## src/rtl/lsu_pkg.sv

```systemverilog
`default_nettype none
// ============================================================================
// Module      : lsu_pkg
// Description : Shared types and constants for the load/store unit:
//               controller state encoding, funct3 size/sign codes and the
//               default data-memory limit.
// Revision    : 1.0 - initial release
// ============================================================================
package lsu_pkg;

    // Controller states; explicit 3-bit encoding
    typedef enum logic [2:0] {
        S_IDLE     = 3'd0,
        S_RD_ISSUE = 3'd1,
        S_RD_DATA  = 3'd2,
        S_WR       = 3'd3,
        S_RESP     = 3'd4
    } lsu_state_t;

    // funct3 access size / sign codes
    localparam logic [2:0] c_f3_b  = 3'b000;
    localparam logic [2:0] c_f3_h  = 3'b001;
    localparam logic [2:0] c_f3_w  = 3'b010;
    localparam logic [2:0] c_f3_bu = 3'b100;
    localparam logic [2:0] c_f3_hu = 3'b101;

    // First byte address outside data memory
    localparam logic [31:0] c_addr_limit_default = 32'd1604;

endpackage
`default_nettype wire

```

## src/rtl/lsu_align.sv

```systemverilog
`default_nettype none
// ============================================================================
// Module      : lsu_align
// Description : Combinational lane logic. Extracts and sign/zero-extends the
//               addressed byte/halfword of a read word, and merges store data
//               into the addressed lane of a read word for sub-word stores.
// Revision    : 1.0 - initial release
// ============================================================================
module lsu_align
    import lsu_pkg::*;
(
    input  logic [2:0]  i_funct3,
    input  logic [1:0]  i_byte_off,
    input  logic [31:0] i_rd_word,
    input  logic [31:0] i_wdata,
    output logic [31:0] o_load_data,
    output logic [31:0] o_merge_word
);

    logic [7:0]  w_byte;
    logic [15:0] w_half;

    // Lane extract with extension, and lane replace for SB/SH read-modify-write
    always_comb begin
        w_byte       = i_rd_word[{i_byte_off, 3'b000} +: 8];
        w_half       = i_byte_off[1] ? i_rd_word[31:16] : i_rd_word[15:0];
        o_load_data  = i_rd_word;
        o_merge_word = i_rd_word;
        case (i_funct3)
            c_f3_b:  o_load_data = {{24{w_byte[7]}}, w_byte};
            c_f3_bu: o_load_data = {24'h000000, w_byte};
            c_f3_h:  o_load_data = {{16{w_half[15]}}, w_half};
            c_f3_hu: o_load_data = {16'h0000, w_half};
            default: o_load_data = i_rd_word;
        endcase
        case (i_funct3[1:0])
            2'b00:   o_merge_word[{i_byte_off, 3'b000} +: 8]         = i_wdata[7:0];
            2'b01:   o_merge_word[{i_byte_off[1], 4'b0000} +: 16]    = i_wdata[15:0];
            default: o_merge_word = i_wdata;
        endcase
    end

endmodule
`default_nettype wire

```

## src/rtl/load_store_unit.sv

```systemverilog
`default_nettype none
// ============================================================================
// Module      : load_store_unit
// Description : Single-outstanding load/store unit in front of a word-wide
//               data memory with one-cycle read latency. Sub-word stores are
//               done as read-modify-write; faulting accesses never touch
//               memory and answer in one cycle.
// Revision    : 1.0 - initial release
// ============================================================================
module load_store_unit
    import lsu_pkg::*;
#(
    parameter logic [31:0] ADDR_LIMIT = c_addr_limit_default
)
(
    input  logic        clk,
    input  logic        rstn,
    input  logic        req_valid,
    output logic        req_ready,
    input  logic        req_store,
    input  logic [2:0]  req_funct3,
    input  logic [31:0] req_addr,
    input  logic [31:0] req_wdata,
    output logic        resp_valid,
    input  logic        resp_ready,
    output logic [31:0] resp_rdata,
    output logic        resp_fault,
    output logic        mem_we,
    output logic [31:0] mem_a,
    output logic [31:0] mem_wd,
    input  logic [31:0] mem_rd
);

    lsu_state_t  r_state;
    lsu_state_t  w_state_nxt;
    logic        r_store;
    logic [2:0]  r_funct3;
    logic [31:0] r_addr;
    logic [31:0] r_wdata;
    logic [31:0] r_rdata;
    logic        r_fault;
    logic        w_accept;
    logic        w_fault;
    logic [31:0] w_load_data;
    logic [31:0] w_merge_word;

    assign req_ready  = (r_state == S_IDLE);
    assign w_accept   = req_valid && req_ready;
    assign resp_valid = (r_state == S_RESP);
    assign resp_rdata = r_rdata;
    assign resp_fault = r_fault;
    assign mem_a      = {r_addr[31:2], 2'b00};
    // Reset gates the strobe directly so a reset cycle can never write
    assign mem_we     = rstn && ((r_state == S_WR) || ((r_state == S_RD_DATA) && r_store));

    // Classify the offered request: range, alignment and illegal encodings
    always_comb begin
        w_fault = (req_addr >= ADDR_LIMIT);
        case (req_funct3)
            c_f3_b:  ;
            c_f3_bu: if (req_store) w_fault = 1'b1;
            c_f3_h:  if (req_addr[0]) w_fault = 1'b1;
            c_f3_hu: if (req_store || req_addr[0]) w_fault = 1'b1;
            c_f3_w:  if (req_addr[1:0] != 2'b00) w_fault = 1'b1;
            default: w_fault = 1'b1;
        endcase
    end

    // Next-state logic
    always_comb begin
        w_state_nxt = r_state;
        case (r_state)
            S_IDLE: begin
                if (w_accept) begin
                    if (w_fault)
                        w_state_nxt = S_RESP;
                    else if (req_store && (req_funct3 == c_f3_w))
                        w_state_nxt = S_WR;
                    else
                        w_state_nxt = S_RD_ISSUE;
                end
            end
            S_RD_ISSUE: w_state_nxt = S_RD_DATA;
            S_RD_DATA:  w_state_nxt = S_RESP;
            S_WR:       w_state_nxt = S_RESP;
            S_RESP:     if (resp_ready) w_state_nxt = S_IDLE;
            default:    w_state_nxt = S_IDLE;
        endcase
    end

    // Write word: merged lane for sub-word stores, raw data for SW
    always_comb begin
        mem_wd = 32'h0;
        if ((r_state == S_RD_DATA) && r_store)
            mem_wd = w_merge_word;
        else if (r_state == S_WR)
            mem_wd = r_wdata;
    end

    // State register, request latch and response data register
    always_ff @(posedge clk) begin
        if (!rstn) begin
            r_state  <= S_IDLE;
            r_store  <= 1'b0;
            r_funct3 <= 3'b000;
            r_addr   <= 32'h0;
            r_wdata  <= 32'h0;
            r_rdata  <= 32'h0;
            r_fault  <= 1'b0;
        end else begin
            r_state <= w_state_nxt;
            if (w_accept) begin
                r_store  <= req_store;
                r_funct3 <= req_funct3;
                r_addr   <= req_addr;
                r_wdata  <= req_wdata;
                r_fault  <= w_fault;
                r_rdata  <= 32'h0;
            end
            if ((r_state == S_RD_DATA) && !r_store)
                r_rdata <= w_load_data;
        end
    end

    lsu_align u_align (
        .i_funct3     (r_funct3),
        .i_byte_off   (r_addr[1:0]),
        .i_rd_word    (mem_rd),
        .i_wdata      (r_wdata),
        .o_load_data  (w_load_data),
        .o_merge_word (w_merge_word)
    );

endmodule
`default_nettype wire

```

## config.mk

```make
export PLATFORM = sky130hd
export DESIGN_NAME = load_store_unit
export DESIGN_NICKNAME = d
export VERILOG_FILES = /design/src/rtl/lsu_pkg.sv /design/src/rtl/lsu_align.sv /design/src/rtl/load_store_unit.sv
export SDC_FILE = /design/constraint.sdc
export NUM_CORES = 1
export LEC_CHECK = 0
export CORE_AREA = 2 2 110 112
export CTS_BUF_LIST = sky130_fd_sc_hd__clkbuf_4 sky130_fd_sc_hd__clkbuf_8
export CTS_CLUSTER_DIAMETER = 100
export CTS_CLUSTER_SIZE = 30
export DETAILED_ROUTE_END_ITERATION = 6
export DIE_AREA = 0 0 112 114
export PLACE_DENSITY_LB_ADDON = 0.15
export RECOVER_POWER = 50
export SYNTH_ARGS = -nofsm -noshare
export SYNTH_HDL_FRONTEND = slang
export SYNTH_SLANG_ARGS = --single-unit
```

## constraint.sdc

```tcl
create_clock -name clk -period 6.93 [get_ports clk]
set_input_delay 0.693 -clock clk [delete_from_list [all_inputs] [get_ports clk]]
set_output_delay 0.693 -clock clk [all_outputs]
set_load 0.05 [all_outputs]
```

==> results.yml, run 1 <==
status:
  status: "complete, but fails checks"
  violations: "capacitance limit, slew limit"
synthesis:
  synth_area_per_cell_um2: 7.82
  ys_ff_latch: 104
  synth_cell_types: 54
  ys_seq_area_share_pct: 36.7
  syn_inst: 726
  synth_area_um2: 5680
  synth-main-ff-cell: "dfxtp_1"
  async_flop_share_pct: 0
  yosys_warnings: 0
  synth_edf_count: 0
sta:
  fmax_mhz: 212
  fin_crit_ns: 4.72
  drv_slew: 81
  setup_viol: 0
  finalClockSkew_ns: 0.0169
  finalHoldViolations: 0
  max_slew_margin_pct: -137
  tightest_slew_ns: 3.55
  fin_tns_setup_ns: 0
  period_share_pct: 68.0
  rsz0062_at_grt: "false"
route:
  routed_via_density: 5.74
  drcViolationCount: 0
  drtAntennaViolNets: 0
  drt-total-wl_um: 19000
  vias: 5827
  dr.pass1.iters: 5
  drtIter0Drc: 449
  wl_per_cell_um: 18.7
global_route:
  met3_usage_pct: 5.69
  met2_usage_pct: 45.3
  use_met1_pct: 39.1
  grt.busiest_layer: "met2"
  grt_overflow: 0
  grt_first_pass_wirelength_um: 28600
  grt_max_degree: 81
  grt_use_total_pct: 28.7
  grt_pass1_vias: 5307
  antenna_found_initial: 1
floorplanning:
  rows: 40
  die_area_um2: 12800
  start_util_pct: 48.5
  dieWidth_um: 112
  die_h_um: 114
  num_io_pins: 204
  design.core.area_um2: 11700
layout:
  drive_gt1_share_pct: 4.03
  layout.nets: 972
  num_antenna_cells: 0
  final_area_um2: 7650
  stdcell_count: 1015
  area_growth_pct: 34.7
  final_common_cell: "nand2_1"
  fillers: 1015
  layout_common_cells: "nand2_1, clkdlybuf4s50_1, a21oi_1, dfxtp_1, dlygate4sd3_1"
placement:
  dp_hpwl_um: 13900
  dp.cells: 999
  gp_congestion: 0.912
  place_area_um2: 7460
  portBuffers: 201
setup_path:
  critPathLaunchType: "flip-flop"
  crit_type: "reg -> out"
  cp.required_ns: 6.24
  rrSetupSlack_ns: 4.50
  worstPathArrival_ns: 4.02
  critPathMaxFanout: 12
  worstSetupEndpointType: "output port"
clock_tree:
  cts_buffer_depth: 2
  hold_buffers: 0
  numCtsBuffers: 9
  htreeDepth: 3
  cts_sinks: 104
  cts_tree: "yes"
  path_clk_slew_ns: 0.11
  cts_resized: 0
  clk_latency_ns: 0.39
  cts_setup_buffers: 0
  root_buffer: "clkbuf_8"
flow_run:
  maxCapViolCount: 1
pwr:
  p_per_area_nw_per_um2: 172
  leakagePower_nw: 2.92
  peakVddDrop_mv: 0.145
min_path:
  hold_path_class: "reg -> reg"
## routing by layer
metal	part of all wire (%)	wire length (µm)
met2	45	8600
met4	2.7	521
met1	44	8280
met5	0	0
met3	8.4	1590
## registers in the layout, summed over array words and instances, names as in the netlist
name and count:
r_addr 32, r_wdata 32, resp_rdata 32, r_funct3 3, r_state 3, r_store 1, resp_fault 1
## synth_stat cells (2+ instances only)
library cell / count / share of area, %
nand2_1: 168 / 11
a21oi_1: 110 / 9.7
dfxtp_1: 104 / 37
a22o_1: 39 / 6.0
buf_4: 34 / 4.5
clkbuf_1: 31 / 2.0
a221oi_1: 23 / 3.5
o21ai_0: 22 / 1.9
mux2i_1: 20 / 3.5
nor2_1: 20 / 1.3
nand2b_1: 18 / 2.0
buf_2: 15 / 1.3
nor2b_1: 15 / 1.7
inv_1: 11 / 0.73
o22ai_1: 11 / 1.2
or3_1: 10 / 1.1
mux2_2: 8 / 1.6
a21o_1: 7 / 0.93
o2111ai_1: 6 / 0.93
ha_1: 5 / 1.1
nor4_1: 5 / 0.55
clkinv_1: 3 / 0.20
nor3b_1: 3 / 0.40
a211oi_1: 2 / 0.26
a221o_1: 2 / 0.35
and2_1: 2 / 0.22
nand4_1: 2 / 0.22
nor3_1: 2 / 0.18
o21ai_1: 2 / 0.18
o31a_1: 2 / 0.31
## cells by family after synthesis
family	after synthesis	synth area share, %
DFF	104	36.7
muxes	29	5.51
adders and majority gates	5	1.10
and+or+nand+nor	256	20.9
other	1	0.0661
buffers and inverters	97	9.12
AOI/OAI and AO/OA	234	26.6
## power breakdown
group          internal, mW  switching [mW]
Sequential            0.622          0.0233
Clock                 0.145           0.224
Combinational         0.124           0.175
## critical path, stage by stage (launching register included)
cell             delay (ns)
dfxtp_1                0.62
clkinv_1               0.42
ha_1                   0.50
nor4b_2                0.76
a221oi_1               0.17
a21oi_1                0.18
a22o_1                 0.16
clkdlybuf4s50_1        0.82
## worst paths after layout
check | startpoint | end | cells after the start
min | r_addr[6] | r_addr[6] | 2
min reg2reg | r_addr[6] | r_addr[6] | 2
max | r_addr[0] | mem_wd[18] | 7
max reg2reg | r_state[2] | resp_fault | 4
## area by class of cell
type | instances | area [µm²] | share of cell area (%)
flip-flops and latches | 104 | 2080 | 27.2
clock inverters | 5 | 46.3 | 0.605
inverters | 15 | 56.3 | 0.736
clock buffers | 11 | 139 | 1.82
repair buffers | 207 | 2050 | 26.9
multi-input cells | 526 | 3080 | 40.3
well taps | 147 | 184 | 2.41
## per-stage QoR
step	total power, mW	util [%]	worst slack, ns	hold slack, ns
global route	1.37	65.3	1.99	0.479
detailed placement	0.958	63.7	2.72	0.444
floorplan	0.841	-	3.36	0.436
CTS	1.32	65.3	2.25	0.460
finish	1.31	65.3	2.21	0.457
global placement	0.952	63.7	2.85	0.437
No activity file was read; power rests on OpenSTA's default activity.
==> run 2: changes to the inputs <==
--- a/config.mk
+++ b/config.mk
@@ -5,12 +5,12 @@
 export SDC_FILE = /design/constraint.sdc
 export NUM_CORES = 1
 export LEC_CHECK = 0
-export CORE_AREA = 2 2 110 112
+export CORE_AREA = 2 2 120 122
 export CTS_BUF_LIST = sky130_fd_sc_hd__clkbuf_4 sky130_fd_sc_hd__clkbuf_8
 export CTS_CLUSTER_DIAMETER = 100
 export CTS_CLUSTER_SIZE = 30
 export DETAILED_ROUTE_END_ITERATION = 6
-export DIE_AREA = 0 0 112 114
+export DIE_AREA = 0 0 122 124
 export PLACE_DENSITY_LB_ADDON = 0.15
 export RECOVER_POWER = 50
 export SYNTH_ARGS = -nofsm -noshare
==> constraint.sdc (replaced) <==
create_clock -name clk -period 4.2 [get_ports clk]
set_input_delay 0.42 -clock clk [delete_from_list [all_inputs] [get_ports clk]]
set_output_delay 0.42 -clock clk [all_outputs]
set_load 0.05 [all_outputs]
==> run 2 against run 1 <==
Via count rose by 1.7%. First-iteration DRC count fell by 8.7%. The run still ends with capacitance limit, slew limit left. Clock power rose by 60%. Highest routed layer unchanged. Worst hold slack got worse by 0.0018 ns.
==> results.yml, run 2 (same netlist as run 1, synthesis figures left out) <==
clock_tree:
  clk_latency_ns: 0.39
  hold_buffers: 0
  cts_buffer_depth: 2
  cts_tree: "yes"
  cts_sinks: 104
  htreeDepth: 3
  numCtsBuffers: 9
  root_buffer: "clkbuf_8"
  path_clk_slew_ns: 0.10
  cts_setup_buffers: 0
flow_run:
  maxCapViolCount: 1
route:
  drtIter0Drc: 410
  vias: 5927
  dr.pass1.iters: 5
  drcViolationCount: 0
  drtAntennaViolNets: 0
  wl_per_cell_um: 18.5
  routed_via_density: 5.62
  drt-total-wl_um: 19600
status:
  violations: "capacitance limit, slew limit"
  status: "complete, but fails checks"
layout:
  num_antenna_cells: 0
  drive_gt1_share_pct: 5.72
  fillers: 1308
  layout_common_cells: "nand2_1, clkdlybuf4s50_1, a21oi_1, dfxtp_1, dlygate4sd3_1"
  final_common_cell: "nand2_1"
  area_growth_pct: 36.3
  layout.nets: 978
sta:
  period_share_pct: 92.3
  fin_tns_setup_ns: 0
  drv_slew: 51
  rsz0062_at_grt: "false"
  finalClockSkew_ns: 0.0125
  finalHoldViolations: 0
  fmax_mhz: 258
  setup_viol: 0
  holdWs_ns: 0.455
  tightest_slew_ns: 2.62
  fin_crit_ns: 3.88
  max_slew_margin_pct: -74.8
placement:
  gp_congestion: 0.910
  portBuffers: 201
  dp_hpwl_um: 14500
pwr:
  p_sw_mw: 0.698
  power.share.combinational_pct: 22.9
  peakVddDrop_mv: 0.182
  seqPwrFrac_pct: 49.7
  internal-power_mw: 1.46
  clkPwrFrac_pct: 27.4
  switching_share_pct: 32.4
  p_per_area_nw_per_um2: 278
  leakagePower_nw: 2.95
min_path:
  hold_path.startpoint: "resp_rdata[0]"
  hold_path_class: "reg -> reg"
setup_path:
  critPathLaunchType: "flip-flop"
  cp.required_ns: 3.78
  reg2reg_from: "r_state[2]"
  crit_buf_inv: 2
  slowest_stage: "clkdlybuf4s50_1"
  crit_type: "reg -> out"
  path_delay_family: "buffers and inverters"
  worstPathArrival_ns: 3.46
  worstSetupEndpointType: "output port"
  critPathMaxStageDelay_ns: 0.81
  critPathMaxFanout: 12
  worstPathCellList: "clkinvlp_4 -> ha_1 -> nor4_4 -> a221oi_1 -> a21oi_1 -> a22o_1 -> clkdlybuf4s50_1"
  cp-startpoint: "r_addr[0]"
global_route:
  grt_overflow: 0
  grt_first_pass_wirelength_um: 29400
  antenna_found_initial: 0
  grt_pass1_vias: 5439
  grt_max_degree: 58
  grt_use_total_pct: 25.3
floorplanning:
  die_h_um: 124
  die_area_um2: 15100
  num_io_pins: 204
  start_util_pct: 41.4
  dieWidth_um: 122
  rows: 43
  design.core.area_um2: 13700
## run 2: layer usage
metal | vias up | wire [µm] | global-route usage, %
li1 | 2829 | - | -
met5 | - | 0 | 0
met2 | 262 | 8650 | 39.1
met4 | 0 | 387 | 7.61
met3 | 26 | 1800 | 7.10
met1 | 2810 | 8710 | 34.4
## run 2: worst paths after layout
path | endpoint | slack [ns] | cells past startpoint
hold reg to reg | resp_rdata[0] | 0.45 | 2
hold / removal | resp_rdata[0] | 0.45 | 2
setup / recovery | mem_wd[24] | 0.32 | 7
setup reg to reg | resp_fault | 0.64 | 4
## run 2: cell type report
cell class              instances  area, µm²  share of cell area (%)
clock buffers                   9        124                    1.60
multi-input cells             526       3090                    39.9
flip-flops and latches        104       2080                    26.9
well taps                     180        225                    2.91
inverters                      15       60.1                   0.776
clock inverters                 7       55.1                   0.712
repair buffers                213       2100                    27.2
## run 2: power by group through the flow
| stage | logic [mW] | registers (mW) | clock network (mW) |
|---|---|---|---|
| floorplan | 0.314 | 1.07 | 0 |
| global route | 0.532 | 1.08 | 0.653 |
| finish | 0.494 | 1.07 | 0.590 |
| CTS | 0.497 | 1.07 | 0.613 |
| detailed placement | 0.494 | 1.09 | 0 |
| global placement | 0.488 | 1.09 | 0 |
## run 2: stage by stage
stage	util [%]	cells	area (µm²)	worst slack, ns	total power, mW
floorplan	-	727	5680	0.908	1.39
global placement	55.0	1038	7550	0.598	1.58
detailed placement	55.0	1038	7550	0.442	1.59
CTS	56.4	1054	7730	0.0257	2.18
global route	56.4	1054	7740	0.0122	2.26
finish	56.4	1054	7740	0.325	2.15
## run 2: tightest hold or removal path, stage by stage, from the launching register on
cell and delay, ns:
dfxtp_1 0.32, nand2_1 0.05, a21oi_1 0.05
## run 2: repair_timing
| item | CTS | global route |
|---|---|---|
| endpoints found under the setup margin | 1 | 32 |
| resized for setup | 1 | 2 |
| gates cloned | 0 | 0 |
